## config.mk

```make
export PLATFORM = sky130hd
export DESIGN_NAME = gost89_ecb_arbiter
export DESIGN_NICKNAME = d
export VERILOG_FILES = /design/src/rtl/gost89_ecb_arbiter.sv
export SDC_FILE = /design/constraint.sdc
export NUM_CORES = 1
export LEC_CHECK = 0
export CELL_PAD_IN_SITES_DETAIL_PLACEMENT = 0
export CELL_PAD_IN_SITES_GLOBAL_PLACEMENT = 1
export CORE_ASPECT_RATIO = 0.9
export CORE_MARGIN = 2
export CORE_UTILIZATION = 26
export CTS_CLUSTER_SIZE = 14
export DETAILED_ROUTE_END_ITERATION = 6
export GPL_ROUTABILITY_DRIVEN = 0
export PLACE_DENSITY_LB_ADDON = 0.15
export SYNTH_ARGS = -nofsm -noshare
export SYNTH_HDL_FRONTEND = slang
export SYNTH_SLANG_ARGS = --single-unit
```

## constraint.sdc

```tcl
create_clock -name clk -period 1.5 [get_ports clk]
set_input_delay 0.15 -clock clk [delete_from_list [all_inputs] [get_ports clk]]
set_output_delay 0.15 -clock clk [all_outputs]
set_load 0.1 [all_outputs]
```

## src/rtl/gost89_ecb_arbiter.sv

```systemverilog
// Two-requester front end for a shared gost89_ecb core: round-robin grant,
// operand latching, load/busy sequencing, watchdog abort and tagged response.
module gost89_ecb_arbiter #(
  parameter int unsigned TIMEOUT = 40,
  parameter int unsigned CNT_W   = 16
) (
  input  logic             clk,
  input  logic             reset,
  input  logic             req0_valid,
  input  logic             req0_mode,
  input  logic [63:0]      req0_data,
  output logic             req0_ready,
  input  logic             req1_valid,
  input  logic             req1_mode,
  input  logic [63:0]      req1_data,
  output logic             req1_ready,
  output logic             rsp_valid,
  output logic             rsp_id,
  output logic [63:0]      rsp_data,
  output logic             rsp_err,
  input  logic             rsp_ready,
  output logic             core_load,
  output logic             core_reset,
  output logic             core_mode,
  output logic [63:0]      core_in,
  input  logic [63:0]      core_out,
  input  logic             core_busy,
  output logic [CNT_W-1:0] op_count
);

  localparam int unsigned DATA_W = 64;
  localparam int unsigned WD_W   = (TIMEOUT > 1) ? $clog2(TIMEOUT) : 1;

  typedef enum logic [2:0] {
    S_IDLE  = 3'd0,
    S_LOAD  = 3'd1,
    S_GUARD = 3'd2,
    S_WAIT  = 3'd3,
    S_ABORT = 3'd4,
    S_RESP  = 3'd5
  } state_t;

  state_t             state_q, state_d;
  logic               rr_q, rr_d;
  logic               id_q, id_d;
  logic               mode_q, mode_d;
  logic [DATA_W-1:0]  in_q, in_d;
  logic [WD_W-1:0]    wd_q, wd_d;
  logic [DATA_W-1:0]  rsp_data_q, rsp_data_d;
  logic               rsp_err_q, rsp_err_d;
  logic               rsp_valid_q, rsp_valid_d;
  logic               load_q, load_d;
  logic               creset_q, creset_d;
  logic [CNT_W-1:0]   cnt_q, cnt_d;

  logic               grant_c;
  logic               any_req_c;

  // Round-robin pick: a lone requester wins, a tie goes to the pointer.
  always_comb begin
    any_req_c = req0_valid | req1_valid;
    if (req0_valid && req1_valid) begin
      grant_c = rr_q;
    end else begin
      grant_c = req1_valid;
    end
  end

  // State and datapath registers; reset holds the core in reset.
  always_ff @(posedge clk or negedge reset) begin
    if (!reset) begin
      state_q     <= S_IDLE;
      rr_q        <= 1'b0;
      id_q        <= 1'b0;
      mode_q      <= 1'b0;
      in_q        <= '0;
      wd_q        <= '0;
      rsp_data_q  <= '0;
      rsp_err_q   <= 1'b0;
      rsp_valid_q <= 1'b0;
      load_q      <= 1'b0;
      creset_q    <= 1'b1;
      cnt_q       <= '0;
    end else begin
      state_q     <= state_d;
      rr_q        <= rr_d;
      id_q        <= id_d;
      mode_q      <= mode_d;
      in_q        <= in_d;
      wd_q        <= wd_d;
      rsp_data_q  <= rsp_data_d;
      rsp_err_q   <= rsp_err_d;
      rsp_valid_q <= rsp_valid_d;
      load_q      <= load_d;
      creset_q    <= creset_d;
      cnt_q       <= cnt_d;
    end
  end

  // Next-state logic; registered strobes are computed for the state being entered.
  always_comb begin
    state_d     = state_q;
    rr_d        = rr_q;
    id_d        = id_q;
    mode_d      = mode_q;
    in_d        = in_q;
    wd_d        = wd_q;
    rsp_data_d  = rsp_data_q;
    rsp_err_d   = rsp_err_q;
    rsp_valid_d = 1'b0;
    load_d      = 1'b0;
    creset_d    = 1'b0;
    cnt_d       = cnt_q;
    req0_ready  = 1'b0;
    req1_ready  = 1'b0;

    unique case (state_q)
      S_IDLE: begin
        if (any_req_c) begin
          req0_ready = ~grant_c;
          req1_ready = grant_c;
          id_d       = grant_c;
          mode_d     = grant_c ? req1_mode : req0_mode;
          in_d       = grant_c ? req1_data : req0_data;
          rr_d       = ~grant_c;
          load_d     = 1'b1;
          state_d    = S_LOAD;
        end
      end
      S_LOAD: begin
        state_d = S_GUARD;
      end
      S_GUARD: begin
        // Busy may not be asserted yet, so it is not looked at here.
        wd_d    = '0;
        state_d = S_WAIT;
      end
      S_WAIT: begin
        wd_d = wd_q + WD_W'(1);
        if (!core_busy) begin
          rsp_data_d  = core_out;
          rsp_err_d   = 1'b0;
          rsp_valid_d = 1'b1;
          state_d     = S_RESP;
        end else if (wd_q == WD_W'(TIMEOUT - 1)) begin
          creset_d = 1'b1;
          state_d  = S_ABORT;
        end
      end
      S_ABORT: begin
        rsp_data_d  = '0;
        rsp_err_d   = 1'b1;
        rsp_valid_d = 1'b1;
        state_d     = S_RESP;
      end
      S_RESP: begin
        rsp_valid_d = 1'b1;
        if (rsp_ready) begin
          cnt_d       = cnt_q + CNT_W'(1);
          rsp_valid_d = 1'b0;
          state_d     = S_IDLE;
        end
      end
      default: begin
        state_d = S_IDLE;
      end
    endcase
  end

  // Core operands stay frozen from LOAD until the next accepted request.
  assign core_in    = in_q;
  assign core_mode  = mode_q;
  assign core_load  = load_q;
  assign core_reset = creset_q;
  assign rsp_valid  = rsp_valid_q;
  assign rsp_id     = id_q;
  assign rsp_data   = rsp_data_q;
  assign rsp_err    = rsp_err_q;
  assign op_count   = cnt_q;

endmodule
```

Yosys cells after proc, flatten, opt, wreduce, memory -nomap -nowiden --
Cells that the tools add are included.
Storage, ports and cells: input bits 200, flip-flop bits (word level) 160, logic and storage cells 59
Cells by class: bitwise operators 2, reduce and logical (&&, ||, !) cells 8, equality and inequality tests 10, add/subtract/negate cells 2, muxes and demuxes 25
Operators with widths (count):
- 64-bit two-way mux | 2
- 64-bit one-hot mux with 2 select lines | 1
- 3-bit one-hot mux with 6 select lines | 1
- 16-bit by 1-bit adder with 16-bit output (second input constant) | 1
- 1-bit two-way mux | 14
- 3-bit two-way mux | 4
- 6-bit one-hot mux with 2 select lines | 1
- 6-bit by 1-bit adder with 6-bit output (second input constant) | 1
- 3-bit by 2-bit equality test with 1-bit output (second input constant) | 2
- 3-bit equality test (second input constant) | 2
- 6-bit equality test (second input constant) | 1
- 2-bit inequality test (second input constant) | 3
- 2-bit AND reduction | 3
- 2-bit nonzero test | 2
- 3-bit by 1-bit equality test with 1-bit output (second input constant) | 1
- 3-bit zero test | 1
- 3-bit inequality test (second input constant) | 1
- 1-bit one-hot mux with 3 select lines | 1
- 3-bit AND reduction | 1
- 1-bit one-hot mux with 2 select lines | 1
- 1-bit logical AND | 1
- 1-bit NOT | 1
- 1-bit bitwise OR | 1

Depth between registers and ports, before layout --
Gate-level depths: netlist of run 1.
word-level depth 5, gate-level depth with buffers 7, gate-level depth less buffers 5

Worst setup path after synthesis of run 1 --
Ideal clock, no wire load.
path type flip-flop to flip-flop, from register cnt_q[2], in the netlist op_count[2], to register cnt_q[10], in the netlist op_count[10], library setup time 159 ps, path slack -508 ps, period minus slack after synthesis 2008 ps, required time 1341 ps, cell stages (with the launch flop) 5, arrival 1849 ps, buffers on the path 0, path through dfrtp_1 -> and4_1 -> and3_1 -> nand4_1 -> xnor2_1
Between the ends: longest elaborated chain between the ends 1
Ends and longest elaborated chain:
- start, declared | line 54 | logic [CNT_W-1:0] cnt_q, cnt_d;
- start signal, assigned | line 96 | cnt_q <= cnt_d;
- 16-bit by 1-bit adder with 16-bit output | line 159 | cnt_d = cnt_q + CNT_W'(1);
Every way passes these cells. A chain may end at the register's enable or synchronous reset.

Worst setup path after layout of run 1 --
from register state_q[0], to output req1_ready
Between the ends: longest elaborated chain between the ends 2
Ends and longest elaborated chain:
- start, declared | line 43 | state_t state_q, state_d;
- start signal, assigned | line 85 | state_q <= state_d;
- 3-bit zero test | line 117 | unique case (state_q)
- 1-bit two-way mux | line 117
- end, declared | line 16 | output logic req1_ready,
Every way passes these cells.

==> out/metrics.yaml, run 1 <==
dp_hpwl_um: 18630
yosysTopAreaCell: "dfrtp_1"
synth-compound-area-share: 0.08383
grt_max_degree: 60
period_needed_ns: 1.806
drive_above_1_share: 0.3468
wl_per_cell_um: 18.98
grt_overflow_total: 0
grt_first_pass_wirelength_um: 40670
synthTopCellsByArea: "dfrtp_1, nand2_1, mux2i_1"
vias: 6635
synthCells: 675
root_buffer: "clkbuf_16"
max_freq_mhz: 553.9
muxShareOfSynthArea: 0.06247
multi_input_area_mm2: 0.003028
fin_hold_ws_ns: 0.1549
first_global_vias: 6667
max-clock-path-buffers: 2
rr_worst_depth: 8
p_sw_frac: 0.5245
synth_fp_nets: 877
r2r_end: "rsp_data[11]"
io_buffers: 351
timing.slew.headroom: 0.7264
crit_path_start: "state_q[0]"
ys_seq_elements: 160
cp_max_fo: 4
worstSetupEndpoint: "req1_ready"
failed_checks: "negative setup slack"
power_frac_comb: 0.680
worstMarginPinSlew_ns: 0.4104
r2r_setup_slack_ns: -0.28
p_int_mw: 18.25
setup_viol: 145
syn_area_mm2: 0.006910
antenna_cells: 0
maxSlewViolCount: 0
drt_iter0_markers: 238
power_leakage_nw: 6.723
clk_latency_ns: 0.43
hold_viol: 0
io_pins: 352
ant_nets: 0
synth_flop_cell: "dfrtp_1"
reg2reg_from: "state_q[2]"
fill_cells: 2233
nets: 1302
start_kind: "flop"
dieArea_mm2: 0.02790
rows: 56
fin_ws_ns: -0.3055
cts.sink_count: 160
required_ns: 1.35
synthArstFlopShare: 1.000
met3_length_um: 2449
synthXorXnorAreaFrac: 0.01901
rsz0062_at_grt: "yes"
power_mw: 38.38
status: "finished with violations"
cp-end-kind: "primary output"
routed_wl_um: 27730
yosysSeqAreaShare: 0.5796
synth_edf_count: 0
synth.distinct_cells: 41
cts_buffers: 17
drv_cap: 0
power.switching_mw: 20.13
via_per_inst: 4.541
pre_cts_slack_ns: -0.3048
clock_skew_ns: 0.009428
routed.top_layer: "met4"
powerDensity_mw_per_mm2: 2642
start_util: 0.2651
cts_max_level: 4
yosys.area_share.simple: 0.2075
synth_top_area_frac: 0.5758
die_w_um: 175.8
cp.arrival_ns: 1.66
synth_top_family_by_area: "simple AND/OR/NAND/NOR gates"
dr.pass1.iters: 4
pwr-share-clk: 0.107
power_frac_seq: 0.213
hold_path_class: "input pin to asynchronous set/reset pin"
area_growth_pct: 110.3
wl_met1_um: 10590
grt_use_total: 0.1956
critical_path_class: "flop to primary output"
synthAdderAreaFrac: 0.003621
die_h_um: 158.7
placed_cells: 1382
seqCellArea_mm2: 0.004041
ys.warnings.count: 0
ir_worst_vdd_v: 0.001565
cts_tree: "built"
antenna_found_initial: 0
min_period_over_period: 1.204
drc: 0
wl_met2_um: 14380
path_clk_slew_ns: 0.07
final_cells: 1461
core-area_mm2: 0.02607
avgSynthCellArea_um2: 10.24
[worst min path at each step]
stage / from / to / slack, ns / depth (start not counted)
global route: reset / rsp_data[2] / 0.16 / 2
finish: reset / rsp_data[54] / 0.15 / 2
global placement: reset / rsp_data[54] / 0.04 / 1
detailed placement: reset / rsp_data[54] / 0.04 / 1
floorplan: reset / core_in[0] / -0.15 / 0
CTS: reset / rsp_data[54] / 0.14 / 2
[cell usage in the layout (no fill, tap or decap), types with 10 or more instances in the layout]
cell type and count:
nand2_2 10, xnor2_1 12, buf_12 172, nand3_2 44, buf_4 38, o21ai_1 37
and3_1 25, a221o_1 25, mux2i_1 42, buf_6 21, nand2_1 174, clkdlybuf4s50_1 198
dfrtp_2 11, clkbuf_16 20, dfrtp_1 142, buf_16 11, nand3_1 21
[flip-flops by register name, indices dropped and copies added, names as in the netlist, 3 cells and up]
register  cells
wd_q          6
core_in      64
op_count     16
state_q       3
rsp_data     64
[per-stage QoR]
step,setup TNS (ns),cell area [um^2],utilization
final,-24.52,14530,0.5575
after global routing,-33.42,14530,0.5575
after CTS,-41.08,14140,0.5427
after detailed placement,-23.53,12700,0.4871
after global placement,-20.44,12700,0.4871
after floorplan,-0.04343,6969,-
[synthesized netlist by cell type (9+ instances only)]
cell,count
and3_1,26
nand2_1,184
a21oi_1,9
dfrtp_1,159
buf_6,9
buf_2,19
nand3_1,67
clkbuf_1,10
xnor2_1,12
o21ai_1,40
nor2_1,11
a221o_1,25
mux2i_1,42
[power groups by stage]
| stage | Combinational [mW] | Clock [mW] | Sequential [mW] |
|---|---|---|---|
| floorplan | 3.33 | 0 | 18.9 |
| global placement | 24.0 | 0 | 8.13 |
| detailed placement | 24.1 | 0 | 8.15 |
| CTS | 25.9 | 4.21 | 8.10 |
| global route | 27.0 | 4.41 | 8.41 |
| finish | 26.1 | 4.09 | 8.19 |
[critical path, stage by stage, from the launching register on]
cell and delay [ns]:
dfrtp_2 0.43, nor3_4 0.24, o21ai_4 0.13, nor2_4 0.15, buf_12 0.12, buf_12 0.16
[routing by layer]
metal,vias up,track usage
met5,-,0
li1,3182,-
met4,0,0.04565
met2,243,0.3465
met1,3188,0.2248
met3,22,0.07402
[repair_timing]
action                     4_1_cts  5_1_grt
setup endpoints to repair      116      157
setup buffers                   27        7
hold endpoints to repair       160        0
gates cloned                    16        4
hold buffers                     1        0
pin swaps                       16       33
resized for setup               65       83
[kinds of logic after synthesis]
logic type | Yosys count
AND/OR/NAND/NOR | 318
flip-flops | 160
AO/OA/AOI/OAI | 85
buffers and inverters | 52
multiplexers | 43
XOR/XNOR | 15
adder cells (fa/ha/maj) | 2
[cell type report]
| class | count | share of cell area |
|---|---|---|
| Timing Repair Buffer | 450 | 0.4446 |
| Sequential cell | 160 | 0.2781 |
| Multi-Input combinational cell | 464 | 0.2084 |
| Tap cell | 348 | 0.02996 |
| Clock buffer | 19 | 0.02979 |
| Clock inverter | 13 | 0.006974 |
| Inverter | 6 | 0.001894 |
| Timing Repair inverter | 1 | 0.0003444 |
(Power assumes the default switching activity.)
==> run 2, diff against run 1 <==
--- a/config.mk
+++ b/config.mk
@@ -13,7 +13,8 @@
 export CTS_CLUSTER_SIZE = 14
 export DETAILED_ROUTE_END_ITERATION = 6
 export GPL_ROUTABILITY_DRIVEN = 0
-export PLACE_DENSITY_LB_ADDON = 0.15
+export PLACE_DENSITY_LB_ADDON = 0.1
+export REMOVE_ABC_BUFFERS = 1
 export SYNTH_ARGS = -nofsm -noshare
 export SYNTH_HDL_FRONTEND = slang
 export SYNTH_SLANG_ARGS = --single-unit
==> run 2 against run 1 <==
The flow still finishes with violations (negative setup slack). Sequential power is 0.5% lower. Clock-buffer cell count down 1. Worst hold slack improved by 0.070 ns. Global-route usage is 0.63 points higher. Fmax up 1.4%. Highest routed layer unchanged. Largest cell class unchanged. Register-to-register slack improved by 0.05 ns. Core utilization is 2.4 points higher. Critical path depth is the same. Largest power group unchanged. Clock power is 2% higher. Critical path type unchanged. Non-clock buffer count rose by 18. Sequential cell count did not move.
==> out/metrics.yaml, run 2 (synthesis gave the netlist of run 1 again) <==
vias: 6829  # +2.9%
worstMarginPinSlew_ns: 0.4913  # +0.08089 ns
powerDensity_mw_per_mm2: 2596  # -1.7%
dp_hpwl_um: 18300  # -1.8%
drt_iter0_markers: 311  # +31%
routed_wl_um: 29610  # +6.8%
start_kind: "flop"
ant_nets: 0  # unchanged
cpPeakStageDelay_ns: 0.42  # about the same
max-clock-path-buffers: 2  # unchanged
io_buffers: 351  # unchanged
clock_skew_ns: 0.01503  # +0.005607 ns
rsz0062_at_grt: "yes"
pwr-share-clk: 0.106  # about the same
power_frac_comb: 0.687  # +0.007
maxSlewViolCount: 0  # unchanged
final_cell_mix: "clkdlybuf4s50_1, buf_12, dfrtp_1"
placed_cells: 1379  # -0.22%
cts.sink_count: 160  # unchanged
crit_top_cell: "buf_12"
wl_per_cell_um: 20.05  # +5.6%
start_util: 0.2651  # unchanged
power_leakage_nw: 7.136  # +6.2%
postLayoutCoreUtil: 0.5816  # +0.02405
dieArea_mm2: 0.02790  # unchanged
layout_commonest_cell: "clkdlybuf4s50_1"
dpl_cell_area_mm2: 0.01268  # -0.15%
core-area_mm2: 0.02607  # unchanged
first_global_vias: 6885  # +3.3%
cts_buffers: 17  # unchanged
power_frac_seq: 0.207  # -0.006
root_buffer: "clkbuf_16"
timing.slew.headroom: 0.6725  # -0.05393
min_period_over_period: 1.187  # -0.01696
status: "finished with violations"
drc: 0  # unchanged
design_area_mm2: 0.01516  # +4.3%
pre_cts_slack_ns: -0.3079  # -0.003085 ns
grt_overflow_total: 0  # unchanged
cp_max_fo: 4  # unchanged
grt_max_degree: 47  # -22%
die_w_um: 175.8  # unchanged
p_sw_frac: 0.5242  # about the same
failed_checks: "negative setup slack"
die_h_um: 158.7  # unchanged
final_cells: 1477  # +1.1%
setup_viol: 139  # -4.1%
cts_max_level: 4  # unchanged
p_int_mw: 18.72  # +2.6%
antenna_found_initial: 1  # +1
dr.pass1.iters: 4  # unchanged
critical_path_class: "flop to primary output"
rows: 56  # unchanged
hold_viol: 0  # unchanged
slowest_stage: "dfrtp_1"
grt_first_pass_wirelength_um: 42140  # +3.6%
path_clk_slew_ns: 0.08  # about the same
cts_tree: "built"
drive_above_1_share: 0.3853  # +0.03849
clk_latency_ns: 0.43  # about the same
max_freq_mhz: 561.8  # +1.4%
nets: 1319  # +1.3%
fin_ws_ns: -0.2801  # +0.02545 ns
grt_use_total: 0.2019  # +0.006308
crit_chain: "nor3_4 -> o21ai_4 -> nor2_4 -> buf_12 -> buf_12"
ir_worst_vdd_v: 0.001432  # -8.5%
cp.arrival_ns: 1.63  # -0.03 ns
antenna_cells: 0  # unchanged
period_needed_ns: 1.780  # -0.02545 ns
io_pins: 352  # unchanged
hold_path_class: "input pin to asynchronous set/reset pin"
required_ns: 1.35  # about the same
finalSetupTns_ns: -22.45  # +2.068 ns
area_growth_pct: 119.4
power.switching_mw: 20.63  # +2.4%
fin_hold_ws_ns: 0.2249  # +0.07000 ns
cp-end-kind: "primary output"
drv_cap: 0  # unchanged
power_mw: 39.34  # +2.5%
via_per_inst: 4.624  # +1.8%
==> run 2: cell types whose count changed in the layout (fill, tap and decap cells not counted), moves of 4 or more <==
cell	change
clkbuf_16	+8
buf_8	-4
buf_16	+5
a21oi_1	-4
nand2_1	-36
a21oi_2	+4
buf_4	+7
dfrtp_2	-10
dfrtp_4	-6
nand2_2	+14
dfrtp_1	+16
nand3_1	-11
nand2_4	+21
nand3_2	+10
==> run 2: path summary, 6_finish.rpt <==
path,slack (ns),cells past startpoint,startpoint,end
setup / recovery,-0.28,5,state_q[1],req1_ready
hold / removal,0.22,2,reset,rsp_data[22]
setup reg to reg,-0.23,9,state_q[1],rsp_data[30]
hold reg to reg,0.51,2,wd_q[1],wd_q[1]
max in group asynchronous,0.66,3,reset,core_in[17]
min in group clk,0.25,3,core_out[23],rsp_data[23]
==> run 2: power groups by stage <==
stage	clock (mW)	combinational [mW]	sequential, mW
final	4.16	27.0	8.15
after CTS	4.28	26.0	8.02
after detailed placement	0	24.2	8.03
after global placement	0	24.1	8.01
after global routing	4.44	28.0	8.37
after floorplan	0	3.02	18.9
==> run 2: critical path: cells and delay by family (launching register included) <==
kind | cells | cell delay [ns]
buf+inv | 2 | 0.29
compound gates | 1 | 0.13
flops | 1 | 0.42
simple gates | 2 | 0.36
==> run 2: cell type report <==
class / instances / area, um^2
tap: 348 / 435.4
sequential: 160 / 4006
multi-input combinational: 463 / 3298
clock inverter: 13 / 105.1
clock buffer: 18 / 439.2
timing repair inverter: 1 / 3.754
timing repair buffer: 468 / 6843
fill: 2188 / 10910
inverter: 6 / 27.53
==> run 2: timing repair <==
action / CTS / global route
hold buffers: 1 / 0
pin swaps: 5 / 89
hold endpoints to repair: 40 / 0
buffers inserted: 25 / 15
setup endpoints to repair: 122 / 139
resized for setup: 50 / 167
gates cloned: 21 / 11
==> run 2: routing by layer <==
layer	GRT usage	up-vias	share of wire
met5	0	-	0
met4	0.05274	0	0.014
met3	0.06996	24	0.082
met2	0.3498	258	0.51
met1	0.2401	3318	0.39
li1	-	3229	-
